**config.mk**
```make
export PLATFORM = sky130hd
export DESIGN_NAME = decoder_scan_reg_flat
export DESIGN_NICKNAME = d
export VERILOG_FILES = /design/src/rtl/decoder_scan_reg_pkg.sv /design/src/rtl/decoder_scan_reg_if.sv /design/src/rtl/decoder_scan_reg_dec_onehot.sv /design/src/rtl/decoder_scan_reg.sv /design/src/flat_wrapper.sv
export SDC_FILE = /design/constraint.sdc
export NUM_CORES = 1
export LEC_CHECK = 0
export ABC_AREA = 1
export ABC_CLOCK_PERIOD_IN_PS = 3380
export CAP_MARGIN = 20
export CORE_MARGIN = 2
export CORE_UTILIZATION = 35
export CTS_BUF_LIST = sky130_fd_sc_hd__clkbuf_4 sky130_fd_sc_hd__clkbuf_8 sky130_fd_sc_hd__clkbuf_16
export DETAILED_ROUTE_END_ITERATION = 16
export PLACE_DENSITY = 0.62
export SETUP_SLACK_MARGIN = 0.05
export SYNTH_ARGS = -nofsm -noshare
export SYNTH_HDL_FRONTEND = slang
export SYNTH_HIERARCHICAL = 1
export SYNTH_SLANG_ARGS = --single-unit
```
**constraint.sdc**
```tcl
create_clock -name clk -period 3.38 [get_ports clk]
set_input_delay 0.845 -clock clk [delete_from_list [all_inputs] [get_ports clk]]
set_output_delay 0.845 -clock clk [all_outputs]
set_load 0.02 [all_outputs]
```
**src/rtl/decoder_scan_reg_pkg.sv**
```systemverilog
// Package: decoder_pkg
// Shared types and helpers for the registered one-hot decoder with SCAN mode.
//   state_t     - controller states (IDLE, HOLD, SCAN)
//   MODE_*      - encodings of the mode input
//   next_index  - index advance with wrap-around at num_out-1
package decoder_pkg;

    typedef enum logic [1:0] {
        IDLE,
        HOLD,
        SCAN
    } state_t;

    localparam logic MODE_DECODE = 1'b0;
    localparam logic MODE_SCAN   = 1'b1;

    // Next channel in a SCAN walk; the last existing line wraps back to 0.
    function automatic int unsigned next_index(input int unsigned cur,
                                               input int unsigned num_out);
        return (cur >= num_out - 1) ? 0 : cur + 1;
    endfunction

endpackage

```
**src/rtl/decoder_scan_reg_if.sv**
```systemverilog
// Interface: decoder_scan_reg_if
// Groups the load request and decoded-output signals of decoder_scan_reg.
//   en, in_valid, mode, sel  - requester -> decoder
//   y, out_valid, idx, err, wrap - decoder -> requester
// Modports: master (requester side), slave (decoder side).
interface decoder_scan_reg_if #(
    parameter int unsigned SEL_W   = 3,
    parameter int unsigned NUM_OUT = 8
);
    logic               en;
    logic               in_valid;
    logic               mode;
    logic [SEL_W-1:0]   sel;
    logic [NUM_OUT-1:0] y;
    logic               out_valid;
    logic [SEL_W-1:0]   idx;
    logic               err;
    logic               wrap;

    modport master (
        output en, in_valid, mode, sel,
        input  y, out_valid, idx, err, wrap
    );

    modport slave (
        input  en, in_valid, mode, sel,
        output y, out_valid, idx, err, wrap
    );
endinterface

```
**src/rtl/decoder_scan_reg_dec_onehot.sv**
```systemverilog
// Module: dec_onehot
// Purely combinational index to one-hot decoder.
//   idx      in   SEL_W    index to decode
//   onehot   out  NUM_OUT  active-high one-hot (all zero if idx out of range)
//   in_range out  1        idx < NUM_OUT
module dec_onehot #(
    parameter int unsigned SEL_W   = 3,
    parameter int unsigned NUM_OUT = 8
) (
    input  logic [SEL_W-1:0]   idx,
    output logic [NUM_OUT-1:0] onehot,
    output logic               in_range
);

    always_comb begin
        onehot   = '0;
        in_range = (32'(idx) < NUM_OUT);
        for (int unsigned i = 0; i < NUM_OUT; i++) begin
            onehot[i] = (32'(idx) == i);
        end
    end

endmodule

```
**src/rtl/decoder_scan_reg.sv**
```systemverilog
// Module: decoder_scan_reg
// Registered N-to-M one-hot decoder with a SCAN mode that walks the active
// line through all channels with wrap-around.
//   clk  in  clock, rising edge
//   rst  in  synchronous reset, active-high
//   bus  slave modport of decoder_scan_reg_if:
//        en, in_valid, mode, sel in; y, out_valid, idx, err, wrap out
// All outputs are registered (one cycle latency, no input-to-output path).
module decoder_scan_reg
    import decoder_pkg::*;
#(
    parameter int unsigned SEL_W      = 3,
    parameter int unsigned NUM_OUT    = 8,
    parameter bit          ACTIVE_LOW = 1'b0
) (
    input logic               clk,
    input logic               rst,
    decoder_scan_reg_if.slave bus
);

    state_t             state_q, state_d;
    logic [SEL_W-1:0]   idx_q, idx_d;
    logic [NUM_OUT-1:0] hot_q, hot_d;    // active-high line image
    logic               valid_q, valid_d;
    logic               err_q, err_d;
    logic               wrap_q, wrap_d;

    logic [SEL_W-1:0]   dec_idx;
    logic [NUM_OUT-1:0] dec_hot;
    logic               dec_in_range;
    logic [SEL_W-1:0]   step_idx;

    // One decoder is shared between the load path and the SCAN step; the
    // controller chooses which index it sees.
    dec_onehot #(
        .SEL_W   (SEL_W),
        .NUM_OUT (NUM_OUT)
    ) u_dec (
        .idx      (dec_idx),
        .onehot   (dec_hot),
        .in_range (dec_in_range)
    );

    assign step_idx = SEL_W'(next_index(32'(idx_q), NUM_OUT));

    always_ff @(posedge clk) begin
        if (rst) begin
            state_q <= IDLE;
            idx_q   <= '0;
            hot_q   <= '0;
            valid_q <= 1'b0;
            err_q   <= 1'b0;
            wrap_q  <= 1'b0;
        end else begin
            state_q <= state_d;
            idx_q   <= idx_d;
            hot_q   <= hot_d;
            valid_q <= valid_d;
            err_q   <= err_d;
            wrap_q  <= wrap_d;
        end
    end

    always_comb begin
        state_d = state_q;
        idx_d   = idx_q;
        hot_d   = hot_q;
        valid_d = valid_q;
        err_d   = err_q;
        wrap_d  = 1'b0;
        dec_idx = idx_q;

        if (bus.in_valid) begin
            // A load always wins, including over a pending SCAN step.
            dec_idx = bus.sel;
            if (dec_in_range) begin
                state_d = (bus.mode == MODE_SCAN) ? SCAN : HOLD;
                idx_d   = bus.sel;
                hot_d   = dec_hot;
                valid_d = 1'b1;
                err_d   = 1'b0;
            end else begin
                state_d = IDLE;
                idx_d   = '0;
                hot_d   = '0;
                valid_d = 1'b0;
                err_d   = 1'b1;
            end
        end else begin
            unique case (state_q)
                SCAN: begin
                    if (bus.en) begin
                        dec_idx = step_idx;
                        idx_d   = step_idx;
                        hot_d   = dec_hot;
                        wrap_d  = (32'(idx_q) == NUM_OUT - 1);
                    end
                end
                default: ;
            endcase
        end
    end

    assign bus.y         = ACTIVE_LOW ? ~hot_q : hot_q;
    assign bus.out_valid = valid_q;
    assign bus.idx       = idx_q;
    assign bus.err       = err_q;
    assign bus.wrap      = wrap_q;

endmodule

```
**src/flat_wrapper.sv**
```systemverilog
// flat-port wrapper written by rule: the top's interface ports become plain ports
module decoder_scan_reg_flat import decoder_pkg::*;
#(
    parameter int unsigned SEL_W      = 3,
    parameter int unsigned NUM_OUT    = 8,
    parameter bit          ACTIVE_LOW = 1'b0
)
  (clk, rst, bus_en, bus_in_valid, bus_mode, bus_sel, bus_y, bus_out_valid, bus_idx, bus_err, bus_wrap);
  decoder_scan_reg_if #(.SEL_W(SEL_W), .NUM_OUT(NUM_OUT)) bus_i ();
  input logic clk;
  input logic rst;
  input wire logic [$bits(bus_i.en)-1:0] bus_en;
  input wire logic [$bits(bus_i.in_valid)-1:0] bus_in_valid;
  input wire logic [$bits(bus_i.mode)-1:0] bus_mode;
  input wire logic [$bits(bus_i.sel)-1:0] bus_sel;
  output wire logic [$bits(bus_i.y)-1:0] bus_y;
  output wire logic [$bits(bus_i.out_valid)-1:0] bus_out_valid;
  output wire logic [$bits(bus_i.idx)-1:0] bus_idx;
  output wire logic [$bits(bus_i.err)-1:0] bus_err;
  output wire logic [$bits(bus_i.wrap)-1:0] bus_wrap;
  assign bus_i.en = bus_en;
  assign bus_i.in_valid = bus_in_valid;
  assign bus_i.mode = bus_mode;
  assign bus_i.sel = bus_sel;
  assign bus_y = bus_i.y;
  assign bus_out_valid = bus_i.out_valid;
  assign bus_idx = bus_i.idx;
  assign bus_err = bus_i.err;
  assign bus_wrap = bus_i.wrap;
  decoder_scan_reg #(.SEL_W(SEL_W), .NUM_OUT(NUM_OUT), .ACTIVE_LOW(ACTIVE_LOW)) u_core (.clk(clk), .rst(rst), .bus(bus_i));
endmodule
```
After elaboration in Yosys (flattened, before gate mapping)
Index checks and enable logic that the tools add are counted.
{"block": "op_classes", "addsub": 1, "order_cmp": 1, "n_eq_ne": 9, "n_mux": 8, "bitwise": 2, "n_reduce_logical": 5}
{"operator": "$mux W8", "n": 3}
{"operator": "$eq A3 B3 Y1 const B", "n": 5}
{"operator": "$mux W3", "n": 4}
{"operator": "$eq A3 B2 Y1 const B", "n": 2}
{"operator": "$reduce_bool A2 Y1", "n": 2}
{"operator": "$reduce_or A4 Y1", "n": 1}
{"operator": "$add A3 B1 Y3 const B", "n": 1}
{"operator": "$eq A3 B1 Y1 const B", "n": 1}
{"operator": "$ge A3 B3 Y1 const B", "n": 1}
{"operator": "$logic_not A3 Y1", "n": 1}
{"operator": "$eq A2 B2 Y1 const B", "n": 1}
{"operator": "$mux W2", "n": 1}
{"operator": "$not A1 Y1", "n": 2}
{"operator": "$reduce_and A2 Y1", "n": 1}
{"block": "word_totals", "regBits": 15, "out_inout_bits": 14, "word_cells": 31}

Longest topological paths before layout
Gate-level depths: netlist of run 1.
{"block": "depth", "word_depth": 9, "mapped_depth": 12}

Modules after synthesis
The synthesis of run 1 kept the hierarchy.
{"mod": "decoder_scan_reg", "n_inst": 1, "cells_per_inst": 92, "area_per_inst_um2": 684.4, "seq_area_each_um2": 320.3}
{"mod": "dec_onehot", "n_inst": 1, "cells_per_inst": 17, "area_per_inst_um2": 67.6, "seq_area_each_um2": 0.0}

Least setup slack after synthesis of run 1
No wires, ideal clock.
{"block": "synth_timing", "path_kind": "input to register", "startpoint": "in bus_en", "endpoint": "reg u_core.hot_q[0] (netlist: u_core/bus.y[0])", "arrival_ns": 1.730, "required_ns": 3.264, "path_slack_ns": 1.535, "path_stages": 11, "path_buffers": 0, "cell_sequence": "nand3_1 > nand2_4 > inv_2 > nand2_2 > nand3_2 > inv_1 > inv_1 > nand2_1 > nor2_1 > o21ai_0 > nor2_1"}
{"block": "synth_between", "elab_chain_len": 7, "elab_cells_between_ends": 9}
{"element": "start: declaration", "line_no": "flat_wrapper.sv:12", "rtl": "input wire logic [$bits(bus_i.en)-1:0] bus_en;"}
{"element": "$mux W3 *"}
{"element": "$mux W3 *", "line_no": "decoder_scan_reg.sv:90", "rtl": "unique case (state_q)"}
{"element": "$mux W3 *", "line_no": "decoder_scan_reg.sv:73", "rtl": "if (bus.in_valid) begin"}
{"element": "net u_core.dec_idx[1]", "line_no": "decoder_scan_reg.sv:28", "rtl": "logic [SEL_W-1:0] dec_idx;"}
{"element": "$logic_not A3 Y1 *", "line_no": "decoder_scan_reg_dec_onehot.sv:19", "rtl": "onehot[i] = (32'(idx) == i);"}
{"element": "net u_core.dec_hot[0]", "line_no": "decoder_scan_reg.sv:29", "rtl": "logic [NUM_OUT-1:0] dec_hot;"}
{"element": "$mux W8", "line_no": "decoder_scan_reg.sv:92", "rtl": "if (bus.en) begin"}
{"element": "$mux W8", "line_no": "decoder_scan_reg.sv:90"}
{"element": "$mux W8 *", "line_no": "decoder_scan_reg.sv:73"}
{"element": "end signal: assignment", "line_no": "decoder_scan_reg.sv:57", "rtl": "hot_q <= hot_d;"}
{"element": "end: declaration", "line_no": "decoder_scan_reg.sv:23", "rtl": "logic [NUM_OUT-1:0] hot_q, hot_d;"}
Mark *: on every way through the listed nets, which the timed path passes. The rest lies on a longest branch. The select of a mux whose other input is x is not followed.
A chain may end at the register's enable or synchronous reset.

Final worst setup path of run 1
{"block": "layout_timing", "startpoint": "in bus_in_valid", "endpoint": "reg u_core.hot_q[0] (netlist: u_core/bus.y[0])"}
{"block": "layout_between", "elab_chain_len": 5, "elab_cells_between_ends": 8}
{"element": "start: declaration", "line_no": "flat_wrapper.sv:13", "rtl": "input wire logic [$bits(bus_i.in_valid)-1:0] bus_in_valid;"}
{"element": "$mux W3 *", "line_no": "decoder_scan_reg.sv:73"}
{"element": "net u_core.dec_idx[1]", "line_no": "decoder_scan_reg.sv:28"}
{"element": "$logic_not A3 Y1 *", "line_no": "decoder_scan_reg_dec_onehot.sv:19"}
{"element": "net u_core.dec_hot[0]", "line_no": "decoder_scan_reg.sv:29"}
{"element": "$mux W8", "line_no": "decoder_scan_reg.sv:92"}
{"element": "$mux W8", "line_no": "decoder_scan_reg.sv:90"}
{"element": "$mux W8 *", "line_no": "decoder_scan_reg.sv:73"}
Marked as above.

==> results of run 1 <==
[flip-flops by register name (all words and copies together) (netlist names)]
register / cells
u_core/bus.err: 1
u_core/bus.idx: 3
u_core/bus.out_valid: 1
u_core/bus.wrap: 1
u_core/bus.y: 8
u_core/state_q: 2
[power by group]
part | internal, mW | total [mW] | leakage (nW) | switching (mW)
Clock | 0.0656 | 0.127 | 0.0210 | 0.0610
Sequential | 0.198 | 0.205 | 0.131 | 0.00604
Combinational | 0.0362 | 0.0844 | 0.306 | 0.0482
Total | 0.300 | 0.415 | 0.458 | 0.115
[per-layer routing]
layer  vias up  global-route usage  share of wire
met1       343               0.170           0.47
met5         -                   0              0
met4         0              0.0946          0.019
li1        387                   -              -
met3         4              0.0268          0.041
met2        25               0.235           0.47
[worst max-delay path by stage]
stage / cells after the start / start / to
global route: 12 / bus_in_valid / u_core/bus.y[0]$_SDFFE_PP0P_
finish: 12 / bus_in_valid / u_core/bus.y[0]$_SDFFE_PP0P_
floorplan: 11 / bus_en / u_core/bus.y[0]$_SDFFE_PP0P_
detailed placement: 12 / bus_in_valid / u_core/bus.y[0]$_SDFFE_PP0P_
CTS: 12 / bus_in_valid / u_core/bus.y[0]$_SDFFE_PP0P_
global placement: 12 / bus_in_valid / u_core/bus.y[0]$_SDFFE_PP0P_
[stage by stage]
step,cells,cell area (sq um),hold slack (ns),utilization,setup slack [ns]
2_1_floorplan,109,752,0.462,-,1.53
3_3_place_gp,156,988,0.455,0.494,0.845
3_5_place_dp,156,988,0.456,0.494,0.798
4_1_cts,160,1020,0.471,0.512,1.10
5_1_grt,160,1020,0.502,0.512,0.962
6_report,160,1020,0.467,0.512,1.10
[final cells by class]
type / instances / area (sq um) / share of cell area
clock buffer: 4 / 36.3 / 0.0354
multi-input combinational: 78 / 369 / 0.360
inverter: 14 / 55.1 / 0.0537
timing repair buffer: 21 / 210 / 0.205
sequential: 16 / 320 / 0.313
tap: 27 / 33.8 / 0.0330
[synthesized netlist by cell type (2+ instances only)]
| cell | count | area [sq um] |
|---|---|---|
| nor2_1 | 32 | 120 |
| dfxtp_1 | 16 | 320 |
| nand2_1 | 15 | 56.3 |
| inv_1 | 10 | 37.5 |
| o21ai_0 | 9 | 45.0 |
| nand3_1 | 6 | 30.0 |
| a21oi_1 | 3 | 15.0 |
| inv_2 | 3 | 11.3 |
| nor2_2 | 3 | 18.8 |
| ha_1 | 2 | 25.0 |
[cell families after synthesis]
family / after synthesis / share of synthesized area
AND/OR/NAND/NOR: 62 / 0.361
buffers and inverters: 15 / 0.0832
adder cells (fa/ha/maj): 2 / 0.0333
other: 1 / 0.00499
flip-flops: 16 / 0.426
AO/OA/AOI/OAI: 13 / 0.0915
[tightest hold or removal path, delay by kind of cell, from the launching register on]
family / cells / cell delay (ns)
simple gates: 1 / 0.06
compound gates: 1 / 0.05
flops: 1 / 0.32
==> metrics.txt, run 1 <==
CP bufs+invs 5; Synth cell types 20; number of diodes 0; syn_nets 119; drt drc 0; via count 759; warning count from the yosys run 6; Seq/Total Area, Yosys 0.426; vias per inst 4.74; Initial Util 0.376; TritonCTS Buffers 3; commonest non-fill, non-tap cells in the layout 32 x nor2_1, 21 x clkdlybuf4s50_1, 16 x dfxtp_1, 15 x nand2_1, 10 x inv_1; Leakage 0.458 nW; Chip Width 50.4 microns; R2R cell count 12; Setup crit end kind flip-flop; Port Buffers 21; Mapped Area 752 sq um; CP Class in2reg; status finished, final reports clean; initial antenna violation count 0; Top FF cell, synth dfxtp_1; maximum VDD drop 0.000247 V; Synth Instances 109; RSZ-0062 raised after global routing false; Final Hold Viols 0; initial DRC count 36; RR Endpoint u_core/bus.y[0]$_SDFFE_PP0P_; RD Place Congestion 0.799; drt wl/cell 10.4 microns; CP arrival 2.47 ns; CTS root buffer clkbuf_4; fmax 438 MHz; Clock Pin Slew Worst Setup and Hold Paths 0.10 ns; period utilization 0.675; GR Util All Layers 0.143; pwr/cell area 405 nW/um^2; max incr delay on CP 0.63 ns; synthesized flop and latch total 16; WHS Path Cells 2; Layout area overhead 36.3%; hold endpoint u_core/bus.err$_SDFFE_PP0P_; Clk Latency, worst-skew pair 0.29 ns; Nets 144; layout cells sized above 1 0.105; core box area 2000 sq um; setup TNS 0 ns; Crit-path slowest cell clkdlybuf4s50_1; Critical Path Fanout Max 10; CP Launch Type input port; Post-synth ARST share 0; CTS max path bufs 2; Chip Height 50.4 microns; FP Rows 16; depth of the CTS H-tree 1; DIE AREA 2540 sq um; drt first pass iters 4; Final min period 2.28 ns; Reg2Reg Launch Point u_core/bus.idx[0]$_SDFF_PP0_; EDFF count, synth 0; first-pass GRT wire length 2.78 mm; cts repair resizes 0; overall power 0.415 mW; largest net degree at the start of global routing 11; I/O pin total 22; skew final 0.00462 ns; fillers 212; crit-path cells clkdlybuf4s50_1 > inv_4 > nand2_4 > inv_2 > nand2_2 > nand3_2 > inv_1 > inv_1 > nand2_1 > nor2_1 > o21ai_0 > nor2_1; HP Start u_core/bus.err$_SDFFE_PP0P_; HP Class reg2reg; Num Clock Sinks 16; Max Cap Viol 0; CTS Hold Buffers Added 0; reg2reg setup slack 1.65 ns; Setup Viol. Count Final 0; most common cell after layout, fill and taps aside nor2_1; Top delay family on crit path buffers and inverters; grt ovf 0; DPL Wire Length 1.24 mm; setup repair bufs after CTS 0; Max Slew Vio Count 0; vias in the first global route 688; syn_area_per_cell 6.90 sq um; WL final 1.67 mm; Routed Antenna Nets 0; Critical Path RT 3.57 ns; CTS tree yes
No activity file was read; power rests on OpenSTA's default activity.
==> inputs of run 2 (changes only) <==
- ABC_CLOCK_PERIOD_IN_PS: 3380 -> 2400
- clock period: 3.38 -> 2.4 ns (I/O delays scaled with it)
==> run 2 against run 1 <==
Net effect:
- clock power is 40% higher
- worst hold slack better by 0.00061 ns
- worst setup slack got worse by 0.70 ns
- die area unchanged
- non-clock buffer count did not move
- register-to-register slack worse by 0.97 ns
- largest cell class unchanged
==> metrics.txt, run 2 (same netlist as run 1, synthesis figures left out) <==
multi-input logic area 369 sq um (unchanged); HP Class reg2reg; grt met3 use 0.0298 (+0.00298); Chip Width 50.4 microns (unchanged); RSZ-0062 raised after global routing false; drt drc 0 (unchanged); initial DRC count 24 (-33%); crit-path cells clkdlybuf4s50_1 > inv_4 > nand2_4 > inv_2 > nand2_2 > nand3_2 > inv_1 > inv_1 > nand2_1 > nor2_1 > o21ai_0 > nor2_1; Nets 144 (unchanged); cts repair resizes 0 (unchanged); largest net degree at the start of global routing 11 (unchanged); vias in the first global route 665 (-3.3%); most used routing layer met2; Crit-path slowest cell clkdlybuf4s50_1; pwr/cell area 570 nW/um^2 (+40%); max incr delay on CP 0.62 ns (about the same); Clock Pin Slew Worst Setup and Hold Paths 0.09 ns (about the same); Max Cap Viol 0 (unchanged); drt first pass iters 4 (unchanged); dpl cells 156 (unchanged); Setup Viol. Count Final 0 (unchanged); CTS Hold Buffers Added 0 (unchanged); Routed Antenna Nets 0 (unchanged); fillers 214 (+0.94%); CTS tree yes; met1 Track Usage GR 0.176 (+0.00618); setup TNS 0 ns (unchanged); Critical Path Fanout Max 10 (unchanged); grt ovf 0 (unchanged); overall power 0.584 mW (+40%); Top delay family on crit path buffers and inverters; Cell Count, Final, Fillers Out 160 (unchanged); Setup crit end kind flip-flop; commonest non-fill, non-tap cells in the layout 32 x nor2_1, 21 x clkdlybuf4s50_1, 16 x dfxtp_1, 15 x nand2_1, 10 x inv_1; number of diodes 0 (unchanged); initial antenna violation count 0 (unchanged); vias per inst 4.44 (-6.3%); DIE AREA 2540 sq um (unchanged); max FFs per register 8 (unchanged); drt wl/cell 9.69 microns (-7.1%); Layout area overhead 36.3% (unchanged); skew final 0.00104 ns (-0.00358 ns); Reg area 320 sq um (unchanged); Final min period 2.01 ns; setup repair bufs after CTS 0 (unchanged); maximum VDD drop 0.000307 V (+24%); RD Place Congestion 0.797 (-0.24%); first-pass GRT wire length 2.70 mm (-3.0%); Initial Util 0.376 (unchanged); Chip Height 50.4 microns (unchanged); core box area 2000 sq um (unchanged); depth of the CTS H-tree 1 (unchanged); Port Buffers 21 (unchanged); period utilization 0.836; most common cell after layout, fill and taps aside nor2_1; FP Rows 16 (unchanged); layout cells sized above 1 0.105 (unchanged); Num Clock Sinks 16 (unchanged); via count 711 (-6.3%); GR Util All Layers 0.139 (-0.00421); CP bufs+invs 5 (unchanged); CP Launch Type input port; TritonCTS Buffers 3 (unchanged); I/O pin total 22 (unchanged); Clk Latency, worst-skew pair 0.28 ns (about the same); DPL Wire Length 1.24 mm (-0.66%); Leakage 0.458 nW (unchanged); CP Class in2reg; Critical Path RT 2.59 ns (-0.98 ns); fmax 499 MHz; status finished, final reports clean; WL final 1.55 mm (-7.1%); Max Slew Vio Count 0 (unchanged); Final Hold Viols 0 (unchanged); CP arrival 2.19 ns (-0.28 ns); CTS max path bufs 2 (unchanged); GR Util met2 0.217 (-0.0175); CTS root buffer clkbuf_4
run 2: cell counts in the layout (fill, tap and decap cells not counted):
Identical to the previous run, type by type.
run 2: power by group:
| part | switching, mW | internal [mW] |
|---|---|---|
| registers | 0.00852 | 0.280 |
| logic | 0.0663 | 0.0509 |
| clock network | 0.0861 | 0.0923 |
| total | 0.161 | 0.423 |
run 2: layer usage:
metal	up-vias	wire length [microns]
li1	392	-
met1	306	755
met2	11	728
met3	2	48
met4	0	19
met5	-	0
run 2: layout make-up:
class | instances | area share
Clock buffer | 4 | 0.0354
Tap cell | 27 | 0.0330
Multi-Input combinational cell | 78 | 0.360
Timing Repair Buffer | 21 | 0.205
Sequential cell | 16 | 0.313
Inverter | 14 | 0.0537
run 2: through the flow:
step                utilization  hold WS (ns)  area, sq um  setup slack (ns)
detailed placement        0.494         0.457          988            0.0822
floorplan                     -         0.462          752             0.800
CTS                       0.512         0.472         1020             0.398
finish                    0.512         0.467         1020             0.394
global placement          0.494         0.455          988             0.109
global route              0.512         0.510         1020             0.194
run 2: worst paths after layout:
kind	from	endpoint	slack, ns	depth (start not counted)
worst min-delay path	u_core/bus.err$_SDFFE_PP0P_	u_core/bus.err$_SDFFE_PP0P_	0.47	2
worst min register to register	u_core/bus.err$_SDFFE_PP0P_	u_core/bus.err$_SDFFE_PP0P_	0.47	2
worst max register to register	u_core/bus.idx[0]$_SDFF_PP0_	u_core/bus.y[7]$_SDFFE_PP0P_	0.68	10
worst max-delay path	bus_in_valid	u_core/bus.y[0]$_SDFFE_PP0P_	0.39	12
run 2: worst register-to-register path: cells and delay by family (launching register included):
kind	cells	cell delay [ns]
AOI/OAI and AO/OA	1	0.18
and+or+nand+nor	5	0.38
DFF	1	0.36
adders and majority gates	2	0.48
buffers and inverters	2	0.22
==> inputs of run 3 (changes only) <==
- ABC_CLOCK_PERIOD_IN_PS: 2400 -> 2009
- clock period: 2.4 -> 2.01 ns (I/O delays scaled with it)
==> run 3 against run 2 <==
Net effect:
- first-iteration DRC count down 54%
- via count up 4.4%
- die area unchanged
- sequential power up 19%
- flip-flop and latch count unchanged
- non-clock buffer count up 8
- global-route usage down 0.41 points
- power up 21%
- final area up 5.9%
- clock power up 16%
- combinational power up 32%
==> metrics.txt, run 3 (same netlist as run 1, synthesis figures left out) <==
Cell Count, Final, Fillers Out 168 (+5.0%); largest net degree at the start of global routing 10 (-1); RD Place Congestion 0.770 (-3.5%); max incr delay on CP 0.63 ns (about the same); Clock Pin Slew Worst Setup and Hold Paths 0.09 ns (about the same); GR Util All Layers 0.135 (-0.00413); CTS Hold Buffers Added 0 (unchanged); CTS root buffer clkbuf_4; RR Endpoint u_core/bus.y[7]$_SDFFE_PP0P_; max FFs per register 8 (unchanged); pwr/cell area 650 nW/um^2 (+14%); Max Cap Viol 0 (unchanged); first-pass GRT wire length 2.64 mm (-2.3%); Critical Path Fanout Max 5 (-5); Finished Cell Area 1080 sq um (+5.9%); CTS tree yes; grt ovf 0 (unchanged); Top delay family on crit path buffers and inverters; RSZ-0062 raised after global routing false; Final min period 1.82 ns; via count 742 (+4.4%); Core Util, Final 0.542 (+0.0300); Chip Width 50.4 microns (unchanged); CP Launch Type flip-flop; Layout area overhead 44.3%; Reg area 320 sq um (unchanged); Critical Path RT 1.51 ns (-1.08 ns); Initial Util 0.376 (unchanged); setup ws final 0.191 ns (-0.204 ns); DIE AREA 2540 sq um (unchanged); drt first pass iters 4 (unchanged); Nets 152 (+5.6%); number of diodes 0 (unchanged); overall power 0.706 mW (+21%); setup TNS 0 ns (unchanged); hold slack final 0.466 ns (-0.00106 ns); Setup Viol. Count Final 0 (unchanged); dpl cells 164 (+5.1%); skew final 0.00327 ns (+0.00223 ns); crit-path cells clkdlybuf4s50_1; FP Rows 16 (unchanged); cts repair resizes 0 (unchanged); period utilization 0.905; Final Hold Viols 0 (unchanged); Chip Height 50.4 microns (unchanged); drt wl/cell 9.34 microns (-3.7%); DP Area 1050 sq um (+6.1%); CP bufs+invs 1 (-4); maximum VDD drop 0.000312 V (+1.7%); setup repair bufs after CTS 0 (unchanged); CP arrival 1.32 ns (-0.87 ns); status finished, final reports clean; Setup WS pre-CTS -0.109 ns (-0.192 ns); Clk Latency, worst-skew pair 0.28 ns (about the same); most common cell after layout, fill and taps aside nor2_1; Max Slew Vio Count 0 (unchanged); WHS Path Cells 2 (unchanged); I/O pin total 22 (unchanged); vias per inst 4.42 (-0.61%); commonest non-fill, non-tap cells in the layout 32 x nor2_1, 21 x clkdlybuf4s50_1, 16 x dfxtp_1, 15 x nand2_1, 10 x inv_1; DPL Wire Length 1.26 mm (+1.8%); multi-input logic area 369 sq um (unchanged); HP Class reg2reg; R2R cell count 10 (unchanged); Num Clock Sinks 16 (unchanged); layout cells sized above 1 0.156 (+0.0508); initial DRC count 11 (-54%); initial antenna violation count 0 (unchanged); drt drc 0 (unchanged); Reg2Reg Launch Point u_core/bus.idx[0]$_SDFF_PP0_; vias in the first global route 629 (-5.4%); Crit-path slowest cell clkdlybuf4s50_1; fillers 204 (-4.7%); CTS max path bufs 2 (unchanged); Port Buffers 21 (unchanged); Routed Antenna Nets 0 (unchanged); HP Start u_core/bus.err$_SDFFE_PP0P_; Leakage 0.496 nW (+8.3%); Setup crit end kind primary output; TritonCTS Buffers 3 (unchanged); CP Class reg2out; core box area 2000 sq um (unchanged); depth of the CTS H-tree 1 (unchanged); fmax 550 MHz; reg2reg setup slack 0.31 ns (-0.37 ns); WL final 1.57 mm (+1.2%); hold endpoint u_core/bus.err$_SDFFE_PP0P_
run 3: worst max path at each step:
stage,startpoint,to,slack (ns),cells past startpoint
after floorplan,u_core/bus.idx[0]$_SDFF_PP0_,u_core/bus.y[4]$_SDFFE_PP0P_,0.41,10
final,u_core/bus.idx[0]$_SDFF_PP0_,bus_idx[0],0.19,1
after global routing,bus_en,u_core/bus.y[0]$_SDFFE_PP0P_,0.07,12
after detailed placement,bus_en,u_core/bus.y[7]$_SDFFE_PP0P_,-0.11,10
after CTS,u_core/bus.idx[0]$_SDFF_PP0_,bus_idx[0],0.16,1
after global placement,bus_en,u_core/bus.y[7]$_SDFFE_PP0P_,-0.13,10
run 3: cell type report:
type | count | area share
Clock buffer | 4 | 0.0334
Inverter | 14 | 0.0507
Multi-Input combinational cell | 78 | 0.340
Sequential cell | 16 | 0.295
Tap cell | 27 | 0.0311
Timing Repair Buffer | 29 | 0.249
run 3: report_power, final:
group | internal (mW) | switching, mW | leakage, nW | total (mW)
combinational | 0.0734 | 0.0815 | 0.343 | 0.155
sequential | 0.334 | 0.0102 | 0.131 | 0.344
clock | 0.110 | 0.0967 | 0.0210 | 0.207
total | 0.517 | 0.188 | 0.496 | 0.706
run 3: routing by layer:
metal,global-route usage,vias up,share of wire
met5,0,-,0
met2,0.211,20,0.48
met4,0.0405,0,0.012
met1,0.177,319,0.46
met3,0.0446,2,0.044
li1,-,401,-
